### config.mk
export PLATFORM = sky130hd
export DESIGN_NAME = bus_write_queue_flat
export DESIGN_NICKNAME = d
export VERILOG_FILES = /design/src/rtl/bus_write_queue_pkg.sv /design/src/rtl/bus_write_queue_if.sv /design/src/rtl/bus_write_queue_sync_fifo.sv /design/src/rtl/bus_write_queue.sv /design/src/flat_wrapper.sv
export SDC_FILE = /design/constraint.sdc
export NUM_CORES = 1
export LEC_CHECK = 0
export CAP_MARGIN = 40
export CORE_MARGIN = 3
export CORE_UTILIZATION = 54
export CTS_BUF_LIST = sky130_fd_sc_hd__clkbuf_8
export DETAILED_ROUTE_END_ITERATION = 10
export PLACE_DENSITY_LB_ADDON = 0.2
export SYNTH_ARGS = -nofsm -noshare
export SYNTH_HDL_FRONTEND = slang
export SYNTH_HIERARCHICAL = 1
export SYNTH_SLANG_ARGS = --single-unit
export TNS_END_PERCENT = 1
### constraint.sdc
create_clock -name clk -period 6.02 [get_ports clk]
set_input_delay 1.204 -clock clk [delete_from_list [all_inputs] [get_ports clk]]
set_output_delay 1.204 -clock clk [all_outputs]
set_load 0.005 [all_outputs]
### src/rtl/bus_write_queue_pkg.sv
// Shared adapter definitions: register map, mode values, status layout and
// the queued write-entry format.
package bus_write_queue_pkg;

  localparam int ADDR_W = 16;
  localparam int DATA_W = 8;
  localparam int ENTRY_W = ADDR_W + DATA_W;

  localparam logic [3:0] REG_MODE    = 4'd0;
  localparam logic [3:0] REG_DATA    = 4'd1;
  localparam logic [3:0] REG_STATUS  = 4'd2;
  localparam logic [3:0] REG_ADDR_LO = 4'd3;
  localparam logic [3:0] REG_ADDR_HI = 4'd4;

  localparam logic [7:0] MODE_TEXT  = 8'h00;
  localparam logic [7:0] MODE_HIRES = 8'h01;
  localparam logic [7:0] MODE_MULTI = 8'h02;

  localparam int STAT_FULL_BIT = 7;
  localparam int STAT_OVF_BIT  = 6;

  typedef struct packed {
    logic [ADDR_W-1:0] addr;
    logic [DATA_W-1:0] data;
  } wr_entry_t;

  function automatic logic [7:0] status_byte(logic full, logic ovf, logic [3:0] lvl);
    logic [7:0] s;
    s = '0;
    s[STAT_FULL_BIT] = full;
    s[STAT_OVF_BIT]  = ovf;
    s[3:0]           = lvl;
    return s;
  endfunction

endpackage

### src/rtl/bus_write_queue_if.sv
// Screen RAM write port: valid/ready handshake carrying one {addr, data} pair.
interface bus_write_queue_if;
  import bus_write_queue_pkg::*;

  logic              mem_wr_valid;
  logic [ADDR_W-1:0] mem_wr_addr;
  logic [DATA_W-1:0] mem_wr_data;
  logic              mem_wr_ready;

  modport master (output mem_wr_valid, mem_wr_addr, mem_wr_data, input mem_wr_ready);
  modport slave  (input mem_wr_valid, mem_wr_addr, mem_wr_data, output mem_wr_ready);
endinterface

### src/rtl/bus_write_queue_sync_fifo.sv
// Small ring-buffer FIFO with a registered head word; push into a full queue
// is accepted only when a pop happens in the same cycle.
module sync_fifo #(
  parameter int WIDTH = 24,
  parameter int DEPTH = 8
) (
  input  logic                     clk,
  input  logic                     rst,
  input  logic                     push_i,
  input  logic [WIDTH-1:0]         din_i,
  input  logic                     pop_i,
  output logic [WIDTH-1:0]         dout_o,
  output logic                     valid_o,
  output logic                     empty_o,
  output logic                     full_o,
  output logic [$clog2(DEPTH):0]   level_o
);

  localparam int PTR_W = $clog2(DEPTH);
  localparam int LVL_W = PTR_W + 1;

  logic [WIDTH-1:0] mem_q [DEPTH];
  logic [PTR_W-1:0] wr_ptr_q, wr_ptr_d, rd_ptr_q, rd_ptr_d;
  logic [LVL_W-1:0] count_q, count_d;
  logic [WIDTH-1:0] head_q, head_d;
  logic             push_ok, pop_ok;

  assign empty_o = (count_q == '0);
  assign full_o  = (count_q == LVL_W'(DEPTH));
  assign valid_o = ~empty_o;
  assign level_o = count_q;
  assign dout_o  = head_q;

  assign pop_ok  = pop_i & ~empty_o;
  assign push_ok = push_i & (~full_o | pop_ok);

  always_comb begin
    wr_ptr_d = wr_ptr_q + PTR_W'(push_ok);
    rd_ptr_d = rd_ptr_q + PTR_W'(pop_ok);
    count_d  = count_q + LVL_W'(push_ok) - LVL_W'(pop_ok);
    head_d   = head_q;
    // head mirrors mem_q[rd_ptr]; refill it from storage or straight from din
    if (pop_ok) begin
      if (count_q > LVL_W'(1)) begin
        head_d = mem_q[rd_ptr_q + PTR_W'(1)];
      end else if (push_ok) begin
        head_d = din_i;
      end
    end else if (empty_o && push_ok) begin
      head_d = din_i;
    end
  end

  always_ff @(posedge clk) begin
    if (rst) begin
      wr_ptr_q <= '0;
      rd_ptr_q <= '0;
      count_q  <= '0;
      head_q   <= '0;
    end else begin
      wr_ptr_q <= wr_ptr_d;
      rd_ptr_q <= rd_ptr_d;
      count_q  <= count_d;
      head_q   <= head_d;
    end
  end

  always_ff @(posedge clk) begin
    if (push_ok) begin
      mem_q[wr_ptr_q] <= din_i;
    end
  end

endmodule

### src/rtl/bus_write_queue.sv
// 6502 bus front end: synchronizes phi2/cs/wren, commits register writes on
// the phi2 falling edge and queues data-port writes for the screen RAM.
module bus_write_queue
  import bus_write_queue_pkg::*;
#(
  parameter int FIFO_DEPTH  = 8,
  parameter int SYNC_STAGES = 2
) (
  input  logic                 clk,
  input  logic                 rst,
  input  logic                 clk_ext1_i,
  input  logic                 cs_i,
  input  logic                 wren_i,
  input  logic [3:0]           rs_i,
  input  logic [7:0]           data_in_i,
  output logic [7:0]           data_out_o,
  output logic [7:0]           mode_o,
  bus_write_queue_if.master    mem_wr
);

  localparam int LVL_W = $clog2(FIFO_DEPTH) + 1;

  logic [SYNC_STAGES-1:0] phi2_sync_q, cs_sync_q, wren_sync_q, vld_sync_q;
  logic                   phi2_prev_q, armed_q;
  logic                   cap_cs_q, cap_wren_q;
  logic [3:0]             cap_rs_q;
  logic [7:0]             cap_data_q;
  logic [7:0]             regs_q [16];
  logic [7:0]             regs_d [16];
  logic                   ovf_q, ovf_d;

  logic                   phi2_s, commit, push, pop;
  logic                   fifo_valid, fifo_empty, fifo_full;
  logic [LVL_W-1:0]       level;
  logic [ADDR_W-1:0]      addr_cur;
  wr_entry_t              wr_entry, head;

  assign phi2_s = phi2_sync_q[SYNC_STAGES-1];

  // armed_q is set only once a genuine post-reset low phi2 sample has been
  // seen, so a bus cycle straddling reset release is never committed
  always_ff @(posedge clk) begin
    if (rst) begin
      phi2_sync_q <= '0;
      cs_sync_q   <= '1;
      wren_sync_q <= '1;
      vld_sync_q  <= '0;
      phi2_prev_q <= 1'b0;
      armed_q     <= 1'b0;
      cap_cs_q    <= 1'b1;
      cap_wren_q  <= 1'b1;
      cap_rs_q    <= '0;
      cap_data_q  <= '0;
      ovf_q       <= 1'b0;
      for (int i = 0; i < 16; i++) regs_q[i] <= '0;
    end else begin
      phi2_sync_q <= SYNC_STAGES'({phi2_sync_q, clk_ext1_i});
      cs_sync_q   <= SYNC_STAGES'({cs_sync_q, cs_i});
      wren_sync_q <= SYNC_STAGES'({wren_sync_q, wren_i});
      vld_sync_q  <= SYNC_STAGES'({vld_sync_q, 1'b1});
      phi2_prev_q <= phi2_s;
      armed_q     <= armed_q | (vld_sync_q[SYNC_STAGES-1] & ~phi2_s);
      if (phi2_s) begin
        cap_cs_q   <= cs_sync_q[SYNC_STAGES-1];
        cap_wren_q <= wren_sync_q[SYNC_STAGES-1];
        cap_rs_q   <= rs_i;
        cap_data_q <= data_in_i;
      end
      ovf_q  <= ovf_d;
      regs_q <= regs_d;
    end
  end

  assign commit   = phi2_prev_q & ~phi2_s & armed_q & ~cap_cs_q & ~cap_wren_q;
  assign pop      = fifo_valid & mem_wr.mem_wr_ready;
  assign addr_cur = {regs_q[REG_ADDR_HI], regs_q[REG_ADDR_LO]};
  assign wr_entry = '{addr: addr_cur, data: cap_data_q};

  always_comb begin
    regs_d = regs_q;
    ovf_d  = ovf_q;
    push   = 1'b0;
    if (commit) begin
      case (cap_rs_q)
        REG_DATA: begin
          push             = 1'b1;
          regs_d[REG_DATA] = cap_data_q;
          {regs_d[REG_ADDR_HI], regs_d[REG_ADDR_LO]} = addr_cur + ADDR_W'(1);
          if (fifo_full && !pop) ovf_d = 1'b1;
        end
        REG_STATUS: ovf_d = 1'b0;
        default:    regs_d[cap_rs_q] = cap_data_q;
      endcase
    end
  end

  sync_fifo #(
    .WIDTH (ENTRY_W),
    .DEPTH (FIFO_DEPTH)
  ) u_fifo (
    .clk     (clk),
    .rst     (rst),
    .push_i  (push),
    .din_i   (wr_entry),
    .pop_i   (pop),
    .dout_o  (head),
    .valid_o (fifo_valid),
    .empty_o (fifo_empty),
    .full_o  (fifo_full),
    .level_o (level)
  );

  assign mem_wr.mem_wr_valid = fifo_valid;
  assign mem_wr.mem_wr_addr  = head.addr;
  assign mem_wr.mem_wr_data  = head.data;

  assign mode_o     = regs_q[REG_MODE];
  assign data_out_o = (rs_i == REG_STATUS) ? status_byte(fifo_full, ovf_q, 4'(level))
                                           : regs_q[rs_i];

endmodule
### src/flat_wrapper.sv
// flat-port wrapper written by rule: the top's interface ports become plain ports
module bus_write_queue_flat import bus_write_queue_pkg::*;
#(
  parameter int FIFO_DEPTH  = 8,
  parameter int SYNC_STAGES = 2
)
  (clk, rst, clk_ext1_i, cs_i, wren_i, rs_i, data_in_i, data_out_o, mode_o, mem_wr_mem_wr_valid, mem_wr_mem_wr_addr, mem_wr_mem_wr_data, mem_wr_mem_wr_ready);
  bus_write_queue_if mem_wr_i ();
  input  logic clk;
  input  logic rst;
  input  logic clk_ext1_i;
  input  logic cs_i;
  input  logic wren_i;
  input  logic [3:0] rs_i;
  input  logic [7:0] data_in_i;
  output logic [7:0] data_out_o;
  output logic [7:0] mode_o;
  output wire logic [$bits(mem_wr_i.mem_wr_valid)-1:0] mem_wr_mem_wr_valid;
  output wire logic [$bits(mem_wr_i.mem_wr_addr)-1:0] mem_wr_mem_wr_addr;
  output wire logic [$bits(mem_wr_i.mem_wr_data)-1:0] mem_wr_mem_wr_data;
  input wire logic [$bits(mem_wr_i.mem_wr_ready)-1:0] mem_wr_mem_wr_ready;
  assign mem_wr_mem_wr_valid = mem_wr_i.mem_wr_valid;
  assign mem_wr_mem_wr_addr = mem_wr_i.mem_wr_addr;
  assign mem_wr_mem_wr_data = mem_wr_i.mem_wr_data;
  assign mem_wr_i.mem_wr_ready = mem_wr_mem_wr_ready;
  bus_write_queue #(.FIFO_DEPTH(FIFO_DEPTH), .SYNC_STAGES(SYNC_STAGES)) u_core (.clk(clk), .rst(rst), .clk_ext1_i(clk_ext1_i), .cs_i(cs_i), .wren_i(wren_i), .rs_i(rs_i), .data_in_i(data_in_i), .data_out_o(data_out_o), .mode_o(mode_o), .mem_wr(mem_wr_i));
endmodule
==> metrics.md <==
| Metric | Value |
|---|---|
| Result of the run | `complete, no violations` |
| Synth Register Bits | `376` |
| 1st-iter DRT viols | `884` |
| Hold Crit Depth | `1` |
| Hold Crit Start | `u_core/wren_sync_q[0]` |
| Layout cells sized above 1 | `20.2%` |
| Final WL | `37700 um` |
| Post-cts resize count | `0` |
| Setup crit start kind | `primary input` |
| Post-DRT Antenna Nets | `0` |
| CTS sink count | `376` |
| Total die area | `31400 sq um` |
| WP data required | `4.82 ns` |
| CP peak stage delay | `0.67 ns` |
| Clk root buf | `clkbuf_8` |
| Worst VDD drop | `282 uV` |
| WP data arrival | `3.94 ns` |
| DRC viols | `0` |
| Post-synthesis net count | `1183` |
| Tot Pwr | `0.00597 W` |
| Gr usage total | `24.3%` |
| Reg2reg end | `u_core/u_fifo/mem_q[5][5]` |
| Post-CTS setup buffer count | `0` |
| WHS Endpoint | `u_core/wren_sync_q[1]` |
| Crit Path Category | `in2out` |
| Power per cell area | `330 nW/um^2` |
| CTS Buffer Depth | `3` |
| Share of the synthesized area in the top cell type | `36.4%` |
| GPL Wtd Cong | `0.863` |
| Crit-path most repeated cell | `clkdlybuf4s50_1` |
| Cts bufs inserted | `59` |
| CTS tree | `built` |
| Drt via density | `6.02` |
| Post-synth cell types | `66` |
| Worst Skew | `0.0319 ns` |
| Final setup vio count | `0` |
| Fmax | `194 MHz` |
| CP top delay family | `buffers and inverters` |
| Grt ovf | `0` |
| Top_reg_cell synth | `edfxtp_1` |
| Area leader, netlist | `edfxtp_1` |
| PortBufs | `58` |
| Core footprint | `28800 sq um` |
| Synth area leaders | `edfxtp_1, dfxtp_1, mux4_2` |
| Crit-path cells | `clkdlybuf4s50_1, buf_4, nor4b_1, or2_2, a211oi_1, nor3_1, clkdlybuf4s50_1` |
| Die extent in y | `177 um` |
| First-pass GRT wire length | `58300 um` |
| Layout Nets | `1237` |
| N_diodes | `0` |
| Setup slack, reg-to-reg | `1.77 ns` |
| Initial antenna violation count | `2` |
| Finished Core Util | `62.9%` |
| RSZ-0062 raised after global routing | `no` |
| Final hold violations | `0` |
| Htree depth | `2` |
| Avg Inst Size Synth | `13.7 sq um` |
| Critical-path top delay cell | `clkdlybuf4s50_1` |
| Reg2reg start | `u_core/cap_rs_q[1]` |
| Worst-case reg-to-reg path depth | `7` |
| Clock slew at reported path FFs | `0.06 ns` |
| EDFF count, synth | `192` |
| Vias in the first global route | `9942` |
| Mapped Area | `15800 sq um` |
| Worst min path class | `reg2reg` |
| Area growth, synth to finish | `14.2%` |
| Wire per inst | `23.0 um` |
| Hold buffer count at CTS | `0` |
| Worst Path Buf+Inv | `3` |
| Largest net degree at the start of global routing | `95` |
| Yosys warning count | `6` |
| Sequential share of the synthesized area | `59.6%` |
| DP HPWL | `23800 um` |
| Max cap viols | `0` |
| Asr flop ratio synth | `0%` |
| Maximum fanout along the worst path | `11` |
| Cell Rows | `62` |
| Crit end category | `output port` |
| IO Pins | `59` |
| Later-pin clock latency in the skew report | `0.61 ns` |
| Vias | `9872` |
| Period utilization | `85.5%` |
| Setup TNS | `0 ns` |
| DP Area | `16900 sq um` |
| Worst slew pin tran | `0.900 ns` |
| Min Tclk post-route | `5.15 ns` |
| Die X | `177 um` |
| Post-route cell area | `18100 sq um` |
| Slew Limit Fails | `0` |
| Post-synthesis instance total | `1153` |
| Leak pwr | `6.54 nW` |
| Crit path depth | `7` |
| Detailed Routing Iterations Pass 1 | `5` |
| Initial Util | `55.1%` |
| Worst slew margin | `40.0%` |
==> where the power goes <==
part	internal [W]	switching (W)	total [W]
sequential	0.00271	0.0000434	0.00275
clock	0.00112	0.000985	0.00210
combinational	0.000519	0.000587	0.00111
total	0.00435	0.00162	0.00597
==> cell families (layout without fill, tap and decap cells) <==
family | Yosys count | count (layout) | share of synthesized area, %
flops | 376 | 376 | 59.6
simple gates | 323 | 323 | 10.4
mux | 198 | 198 | 19.0
compound gates | 125 | 125 | 6.40
buf+inv | 114 | 218 | 3.29
fa+ha+maj | 12 | 12 | 0.995
xor+xnor | 5 | 5 | 0.276
==> metrics by stage <==
stage | setup WS, ns | hold slack [ns] | instances
CTS | 0.911 | 0.408 | 1641
finish | 0.874 | 0.407 | 1641
global placement | 1.02 | 0.392 | 1521
floorplan | 1.88 | 0.389 | 1153
detailed placement | 0.959 | 0.397 | 1530
global route | 0.702 | 0.416 | 1641
==> cell type report <==
type	count	area (sq um)
fill	2187	10700
multi-input combinational	663	5940
tap	384	480
inverter	15	56.3
clock buffer	71	977
timing repair buffer	92	975
clock inverter	40	216
sequential	376	9450
==> worst register-to-register path, delay by kind of cell, from the launching register on <==
kind	cells	cell delay, ns
simple gates	4	2.39
buf+inv	2	0.59
compound gates	1	0.52
flops	1	0.44
==> sequential cells by signal, indices dropped and copies added, names as in the netlist <==
register	flops
u_core/addr_cur	16
u_core/armed_q	1
u_core/cap_cs_q	1
u_core/cap_data_q	8
u_core/cap_rs_q	4
u_core/cap_wren_q	1
u_core/cs_sync_q	2
u_core/mode_o	8
u_core/ovf_q	1
u_core/phi2_prev_q	1
u_core/phi2_sync_q	2
u_core/regs_q	101
u_core/u_fifo/dout_o	24
u_core/u_fifo/level_o	4
u_core/u_fifo/mem_q	192
u_core/u_fifo/rd_ptr_q	3
u_core/u_fifo/wr_ptr_q	3
u_core/vld_sync_q	2
u_core/wren_sync_q	2
==> worst max path at each step <==
stage	start	to	slack (ns)
2_1_floorplan	u_core/cap_rs_q[1]	u_core/u_fifo/mem_q[1][0]	1.88
3_3_place_gp	rs_i[2]	data_out_o[3]	1.02
3_5_place_dp	rs_i[2]	data_out_o[3]	0.96
4_1_cts	rs_i[2]	data_out_o[3]	0.91
5_1_grt	rs_i[2]	data_out_o[3]	0.70
6_report	rs_i[2]	data_out_o[3]	0.87
==> cell usage after synthesis, drive strengths merged (21+ instances only) <==
cell      n
buf      46
nor2    155
nand2    43
dfxtp   184
o22ai    26
mux2i   113
nand4b   25
o41ai    26
edfxtp  192
mux4     82
a21oi    23
nor2b    21
clkbuf   53
==> placed cells by master (no fill, tap or decap), types with 7 or more instances in the layout <==
cell | Yosys | final
a21oi_1 | 23 | 23
mux2i_1 | 113 | 113
inv_1 | 14 | 31
ha_1 | 11 | 10
nand4b_1 | 25 | 25
clkinv_1 | 1 | 7
nand2_1 | 43 | 43
nor3_1 | 9 | 7
buf_4 | 9 | 25
clkinv_2 | 0 | 13
dfxtp_1 | 184 | 183
o41ai_2 | 20 | 20
clkbuf_8 | 0 | 71
nand2b_1 | 10 | 10
clkdlybuf4s50_1 | 0 | 56
edfxtp_1 | 192 | 192
nand3_1 | 13 | 13
nor2b_1 | 21 | 21
nand4_1 | 8 | 8
nor2_1 | 155 | 149
o22ai_1 | 26 | 26
mux4_2 | 82 | 82
o21ai_0 | 12 | 12
==> layer usage <==
| metal | share of wire [%] | track usage, % | vias up |
|---|---|---|---|
| li1 | - | - | 4497 |
| met1 | 41 | 31.6 | 4952 |
| met2 | 50 | 42.3 | 343 |
| met3 | 5.3 | 4.00 | 78 |
| met4 | 2.7 | 7.10 | 2 |
| met5 | 0.11 | 0 | - |
No activity file was read; power rests on OpenSTA's default activity.
